File: src/rtl/stopwatch_ctrl.sv
// Stopwatch controller: 1 s tick prescaler, run/pause/lap/clear FSM,
// BCD MM:SS counter with lap-freeze display registers.
module stopwatch_ctrl #(
  parameter int DIV_COUNT = 50000000
) (
  input  logic       clk,
  input  logic       reset,
  input  logic       start_stop,
  input  logic       lap,
  input  logic       clear,
  output logic       tick_o,
  output logic       running,
  output logic       lap_active,
  output logic       wrap,
  output logic [3:0] sec_ones,
  output logic [3:0] sec_tens,
  output logic [3:0] min_ones,
  output logic [3:0] min_tens
);

  localparam int PW = $clog2(DIV_COUNT);
  localparam logic [PW-1:0] LAST = PW'(DIV_COUNT - 1);

  typedef enum logic [1:0] {
    S_IDLE,
    S_RUN,
    S_PAUSE,
    S_LAP
  } state_t;

  state_t        r_state;
  state_t        w_state_n;
  logic [PW-1:0] r_presc;
  logic [3:0]    r_so, r_st, r_mo, r_mt;
  logic [3:0]    w_so, w_st, w_mo, w_mt;
  logic          w_count;
  logic          w_tick;
  logic          w_zero;
  logic          w_wrap;
  logic          w_hold;

  // State register
  always_ff @(posedge clk or posedge reset) begin
    if (reset) r_state <= S_IDLE;
    else       r_state <= w_state_n;
  end

  // Next-state decode; clear outranks start_stop in PAUSE
  always_comb begin
    w_state_n = r_state;
    unique case (r_state)
      S_IDLE: begin
        if (start_stop) w_state_n = S_RUN;
      end
      S_RUN: begin
        if (start_stop) w_state_n = S_PAUSE;
        else if (lap)   w_state_n = S_LAP;
      end
      S_LAP: begin
        if (start_stop) w_state_n = S_PAUSE;
        else if (lap)   w_state_n = S_RUN;
      end
      S_PAUSE: begin
        if (clear)           w_state_n = S_IDLE;
        else if (start_stop) w_state_n = S_RUN;
      end
      default: w_state_n = S_IDLE;
    endcase
  end

  assign w_count = (r_state == S_RUN) || (r_state == S_LAP);
  assign w_tick  = w_count && (r_presc == LAST);
  assign w_zero  = (w_state_n == S_IDLE);
  assign w_hold  = (r_state == S_LAP) && (w_state_n == S_LAP);

  // Prescaler: counts while running, holds in PAUSE, zero in IDLE
  always_ff @(posedge clk or posedge reset) begin
    if (reset)        r_presc <= '0;
    else if (w_zero)  r_presc <= '0;
    else if (w_tick)  r_presc <= '0;
    else if (w_count) r_presc <= r_presc + PW'(1);
  end

  // Next live time: BCD ripple carry on tick, wrap after 59:59
  always_comb begin
    w_so   = r_so;
    w_st   = r_st;
    w_mo   = r_mo;
    w_mt   = r_mt;
    w_wrap = 1'b0;
    if (w_zero) begin
      w_so = 4'd0;
      w_st = 4'd0;
      w_mo = 4'd0;
      w_mt = 4'd0;
    end else if (w_tick) begin
      if (r_so != 4'd9) begin
        w_so = r_so + 4'd1;
      end else begin
        w_so = 4'd0;
        if (r_st != 4'd5) begin
          w_st = r_st + 4'd1;
        end else begin
          w_st = 4'd0;
          if (r_mo != 4'd9) begin
            w_mo = r_mo + 4'd1;
          end else begin
            w_mo = 4'd0;
            if (r_mt != 4'd5) begin
              w_mt = r_mt + 4'd1;
            end else begin
              w_mt   = 4'd0;
              w_wrap = 1'b1;
            end
          end
        end
      end
    end
  end

  // Live time registers
  always_ff @(posedge clk or posedge reset) begin
    if (reset) begin
      r_so <= 4'd0;
      r_st <= 4'd0;
      r_mo <= 4'd0;
      r_mt <= 4'd0;
    end else begin
      r_so <= w_so;
      r_st <= w_st;
      r_mo <= w_mo;
      r_mt <= w_mt;
    end
  end

  // Status outputs, registered alongside the new state
  always_ff @(posedge clk or posedge reset) begin
    if (reset) begin
      tick_o     <= 1'b0;
      wrap       <= 1'b0;
      running    <= 1'b0;
      lap_active <= 1'b0;
    end else begin
      tick_o     <= w_tick;
      wrap       <= w_wrap;
      running    <= (w_state_n == S_RUN) || (w_state_n == S_LAP);
      lap_active <= (w_state_n == S_LAP);
    end
  end

  // Display: follows live time, frozen while staying in LAP
  always_ff @(posedge clk or posedge reset) begin
    if (reset) begin
      sec_ones <= 4'd0;
      sec_tens <= 4'd0;
      min_ones <= 4'd0;
      min_tens <= 4'd0;
    end else if (!w_hold) begin
      sec_ones <= w_so;
      sec_tens <= w_st;
      min_ones <= w_mo;
      min_tens <= w_mt;
    end
  end

endmodule

File: config.mk
export PLATFORM = sky130hd
export DESIGN_NAME = stopwatch_ctrl
export DESIGN_NICKNAME = d
export VERILOG_FILES = /design/src/rtl/stopwatch_ctrl.sv
export SDC_FILE = /design/constraint.sdc
export NUM_CORES = 1
export LEC_CHECK = 0
export ABC_AREA = 1
export BUFFER_PORTS_ARGS = -buffer_cell sky130_fd_sc_hd__buf_2
export CORE_MARGIN = 4
export CORE_UTILIZATION = 25
export CTS_CLUSTER_SIZE = 28
export DETAILED_ROUTE_END_ITERATION = 16
export PLACE_DENSITY = 0.43
export SYNTH_ARGS = -nofsm -noshare
export SYNTH_HDL_FRONTEND = slang
export SYNTH_SLANG_ARGS = --single-unit
File: constraint.sdc
create_clock -name clk -period 2.4 [get_ports clk]
set_input_delay 0.24 -clock clk [delete_from_list [all_inputs] [get_ports clk]]
set_output_delay 0.24 -clock clk [all_outputs]
set_load 0.02 [all_outputs]
==> impl_metrics.ini, run 1 <==
[cts]
clock_tree.root_cell = clkbuf_16
setup_fix_bufs_post_cts = 0
tritoncts = built
post_cts_resized = 0
clkLatencyLatePin_ps = 350
cts_hold_buf = 0
clk_pin_slew_worst_paths_ps = 60
ctsLongestPathBuffers = 2
ctsHtreeMaxLevel = 3
cts.sinks = 64
number_of_clock_buffers_inserted_by_tritoncts = 9

[timing]
hold_violations = 0
whs_ps = 38.08
timing.setup.tns_ps = 0
fin_crit_sh_pct = 82.14
setup-violations-final = 0
timing.fmax_ghz = 0.5073
finalCriticalPeriod_ps = 1971
max_slew.worst_pin.slew_ps = 799.2
grt_setup_unrepaired = false
slew_violations = 0
finClkSkew_ps = 9.157
relSlewSlack_pct = 46.64

[floorplan]
initial_utilization_pct = 25.67
num_rows = 44
dieWidth_um = 130.4
pin_count = 25
die_area_um2 = 17000
dieHeight_um = 130.4
core_area_um2 = 14590

[pwr]
power.leakage_nw = 2.235
p_per_area_nw_per_um2 = 701.0
ir_worst_vdd_mv = 0.4065
total_power_draw_mw = 3.054

[route]
drc_errors = 0
routed-via-count = 3363
via_per_inst = 4.538
totalWireLength_um = 9900
wl_per_cell_um = 13.36
detail-route-antenna-nets = 0
detailedRoute.firstPassIterationCount = 4
detailedRoute.firstIterationViolations = 239

[placed_design]
postPlaceCellArea_um2 = 4073
gp_congestion = 0.8450
io_buffer_count = 24
place_hpwl_um = 7209

[cells_and_area]
final_nets = 562
syn2layout_area_growth_pct = 16.34
sequential_cell_area_um2 = 1602
num-fill-cells = 1582
finish.instance_area_um2 = 4357
layout-drive-gt1-share_pct = 12.39
antenna_cells_inserted = 0
area_taken_by_multi_input_logic_gates_um2 = 1783
final_design_utilization_pct = 29.86

[logic_synthesis]
synthesis.yosys.warnings = 0
ys_seq_area_share_pct = 42.77
synth-seq-cells = 64
synthesis.instances = 520
synth_nets = 530
number_of_flops_mapped_to_enable_cells_by_yosys = 0
synth-main-ff-cell = dfrtp_1
async_reset_ff_share_pct = 100.0
synth.cell_area_um2 = 3745
synth_cell_type_count = 34
post_synth.cell_area_avg_um2 = 7.202

[critical_path]
timing.critical_path.to_type = register
ff2ff_path_depth = 8
worst_case_register_to_register_setup_slack_ps = 430
worstReg2RegEnd = r_presc[12]
setup.worst_path.class = register to register
worstPathMaxFanout = 29
timing.critical_path.from = r_state[0]
worst-endpoint-arrival_ps = 2260
critPathRequiredTime_ps = 2680
startpoint_types = register
r2r-start = r_state[0]

[job]
max_cap_viol_count = 0

[grt]
grt_residual_overflow = 0
global_route_wire_length_before_repair_um = 16850
grtUsageTotal_pct = 12.80
grt_start_max_net_pins = 37
grt_antenna_before_repair = 0
grt_pass1_vias = 3395

[worst_hold_path]
worstHoldPathType = input port to asynchronous set/reset pin

[status]
status = complete, no violations
==> where the power goes <==
part	internal (mW)	total (mW)	switching (mW)
registers	1.13	1.19	0.0518
clock network	0.728	1.25	0.527
logic	0.137	0.614	0.477
total	2.00	3.05	1.06
==> per-stage QoR <==
step,std cells,worst slack [ps]
5_1_grt,741,185.8
3_5_place_dp,725,413.1
3_3_place_gp,725,442.0
2_1_floorplan,520,561.9
6_report,741,428.6
4_1_cts,741,406.7
==> metal layers <==
metal / up-vias / GRT usage (%) / part of all wire [%]
met2: 51 / 18.77 / 43
met4: 0 / 5.203 / 2.1
li1: 1726 / - / -
met1: 1574 / 18.08 / 52
met5: - / 0 / 0
met3: 12 / 3.171 / 3.5
==> synth_stat cells, types with 5 or more instances <==
master | count | area share (%)
nand2_1 | 159 | 16
inv_1 | 70 | 7.0
dfrtp_1 | 64 | 43
nor2_1 | 53 | 5.3
nand3_1 | 44 | 5.9
nand4_1 | 25 | 4.2
o21ai_0 | 23 | 3.1
a21oi_1 | 14 | 1.9
xor2_1 | 9 | 2.1
nor3_1 | 7 | 0.94
nor2_2 | 6 | 1.0
ha_1 | 5 | 1.7
==> worst max-delay path by stage <==
stage / endpoint / depth (start not counted) / slack (ps)
6_report: r_presc[12] / 8 / 430
5_1_grt: r_presc[22] / 9 / 190
4_1_cts: r_presc[10] / 8 / 410
3_5_place_dp: r_presc[12] / 8 / 410
3_3_place_gp: r_presc[12] / 8 / 440
2_1_floorplan: lap_active / 1 / 560
==> kinds of logic after synthesis <==
logic type               count (synthesis)  share of synthesized area (%)
buffers and inverters                   85                          9.622
AND/OR/NAND/NOR                        313                          37.59
flip-flops                              64                          42.77
adder cells (fa/ha/maj)                  5                          1.671
AO/OA/AOI/OAI                           43                          6.014
XOR/XNOR                                10                          2.339
==> placed cells by master, fill, tap and decap left out, types with 3 or more instances in the layout <==
master	n
nand4_1	25
buf_2	24
buf_4	8
ha_1	5
xor2_1	9
inv_1	69
dfrtp_1	64
clkbuf_16	9
nor3_1	7
nor2_1	53
inv_2	5
a21oi_1	14
nor2_2	6
nand3b_1	4
and3_1	3
nand3_1	44
nand2_2	3
clkinvlp_4	3
nand2_1	159
o21ai_0	23
==> registers in the layout, indices dropped and copies added (netlist names), 2 cells and up <==
register	flops
r_mo	4
r_mt	4
sec_tens	4
sec_ones	4
r_st	4
min_tens	4
r_so	4
r_state	2
r_presc	26
min_ones	4
==> cell type report <==
cell class              count  area share, %
well taps                 184          5.284
inverters                  74          6.376
multi-input cells         371          40.92
repair buffers             32          4.136
flip-flops and latches     64          36.76
clock inverters             6          1.034
clock buffers              10          5.485
==> worst max-delay path, stage by stage, from the launching register on <==
cell	delay [ps]
dfrtp_1	460
inv_2	110
nand2_1	50
nand2_1	170
nand2_4	140
nand2_2	440
nand2_1	210
o21bai_1	160
and3_1	150
No activity file was read; power rests on OpenSTA's default activity.
==> inputs of run 2 (changes only) <==
Settings changed: PLACE_DENSITY 0.43 to 0.44.
Clock period 2.4 ns to 1.8 ns, I/O delays scaled along.
==> impl_metrics.ini, run 2 (synthesis results as in run 1) <==
[status]
status = complete, no violations

[worst_hold_path]
worstHoldPathType = input port to register

[pwr]
ir_worst_vdd_mv = 0.8030
total_power_draw_mw = 4.331
power.leakage_nw = 2.433
p_per_area_nw_per_um2 = 912.1

[grt]
grt_antenna_before_repair = 0
grt_residual_overflow = 0
grtUsageTotal_pct = 12.84
grt_pass1_vias = 3328
grt_start_max_net_pins = 43
global_route_wire_length_before_repair_um = 16990

[timing]
hold_violations = 0
relSlewSlack_pct = 75.82
finalCriticalPeriod_ps = 1673
whs_ps = 244.5
fin_crit_sh_pct = 92.95
max_slew.worst_pin.slew_ps = 362.2
finClkSkew_ps = 5.675
slew_violations = 0
grt_setup_unrepaired = true
timing.fmax_ghz = 0.5977
timing.setup.tns_ps = 0
setup-violations-final = 0

[critical_path]
timing.critical_path.from = r_presc[1]
critPathRequiredTime_ps = 2020
worstPathMaxFanout = 5
timing.critical_path.to_type = register
worst-endpoint-arrival_ps = 1900
timing.critical_path.slowest_cell_delay_ps = 370
r2r-start = r_presc[1]
startpoint_types = register
worst_setup_path_endpoint = r_presc[23]
worstReg2RegEnd = r_presc[23]
setup.worst_path.class = register to register
ff2ff_path_depth = 9
cp_slowest_cell = dfrtp_1
worstPathCellList = buf_4, nand3_2, nor2_4, nand2_2, nor3_4, buf_4, nand3_1, o21ai_0, a21oi_1
timing.critical_path.mode_cell = buf_4
worst_case_register_to_register_setup_slack_ps = 130

[placed_design]
gp_congestion = 0.8266
io_buffer_count = 24
place_hpwl_um = 7367

[cells_and_area]
final_cell_mix = 155 x nand2_1, 63 x dfrtp_1, 62 x inv_1, 45 x nor2_1, 41 x nand3_1
most_common_cell_after_layout_fill_and_taps_aside = nand2_1
layout-drive-gt1-share_pct = 20.92
final_nets = 593
final_design_utilization_pct = 32.55
max_flop_register = r_presc
syn2layout_area_growth_pct = 26.80
largest_register_ff_count = 26
antenna_cells_inserted = 0

[cts]
clk_pin_slew_worst_paths_ps = 50
tritoncts = built
cts.sinks = 64
ctsLongestPathBuffers = 2
number_of_clock_buffers_inserted_by_tritoncts = 9
clkLatencyLatePin_ps = 340
ctsHtreeMaxLevel = 3
clock_tree.root_cell = clkbuf_16

[job]
max_cap_viol_count = 0

[floorplan]
initial_utilization_pct = 25.67
die_area_um2 = 17000
core_area_um2 = 14590
num_rows = 44
dieHeight_um = 130.4
dieWidth_um = 130.4
pin_count = 25

[route]
detail-route-antenna-nets = 0
detailedRoute.firstPassIterationCount = 4
via_per_inst = 4.481
totalWireLength_um = 10110
drc_errors = 0
routed-via-count = 3459
detailedRoute.firstIterationViolations = 133
wl_per_cell_um = 13.09
==> run 2: cell count changes in the layout (fill, tap and decap cells not counted), sizes merged <==
cell | before | now
buf | 32 | 62
bufinv | 0 | 1
clkbuf | 10 | 11
clkinvlp | 3 | 1
dlygate4sd3 | 0 | 1
==> run 2: metal layers <==
metal | wire length [µm] | global-route usage [%] | vias up
met5 | 0 | 0 | -
li1 | - | - | 1801
met3 | 206 | 2.195 | 13
met1 | 5327 | 18.36 | 1608
met4 | 195 | 5.626 | 0
met2 | 4379 | 19.07 | 37
==> run 2: where the power goes <==
| group | leakage [nW] | internal (mW) | total [mW] | switching, mW |
|---|---|---|---|---|
| Clock | 0.145 | 1.11 | 1.74 | 0.636 |
| Sequential | 0.883 | 1.51 | 1.59 | 0.0781 |
| Combinational | 1.40 | 0.329 | 0.997 | 0.668 |
| Total | 2.43 | 2.95 | 4.33 | 1.38 |
==> run 2: worst min-delay path by stage <==
stage               depth (start not counted)  slack (ps)  start    endpoint
floorplan                                   3         450  clear  r_state[1]
global placement                            2          70  reset  lap_active
detailed placement                          2          70  reset  lap_active
CTS                                         4         220  clear  r_state[1]
global route                                4         260  clear  r_state[1]
finish                                      4         240  clear  r_state[1]
==> run 2: timing repair <==
action / in CTS / in global routing
pin swaps: 1 / 11
setup buffers: 0 / 8
setup endpoints to repair: 3 / 54
gates resized for setup: 2 / 40
hold buffers: 1 / 0
hold endpoints to repair: 48 / 0
==> run 2: cell type report <==
class / count / area (µm²)
Inverter: 74 / 280.3
Sequential cell: 64 / 1603
Fill cell: 1562 / 9841
Multi-Input combinational cell: 371 / 1879
Timing Repair Buffer: 63 / 456.7
Tap cell: 184 / 230.2
Clock inverter: 5 / 56.30
Clock buffer: 11 / 242.7
==> run 2: critical path, delay by kind of cell (launching register included) <==
kind	cells	cell delay [ps]
AND/OR/NAND/NOR	5	720
flip-flops	1	370
AO/OA/AOI/OAI	2	190
buffers and inverters	2	290
==> run 2: metrics by stage <==
step	setup slack [ps]	cells	cell area (µm²)
after detailed placement	-5.337	747	4275
after global placement	65.94	747	4275
after CTS	26.37	764	4589
after global routing	-26.71	772	4748
final	126.9	772	4748
after floorplan	21.90	520	3745
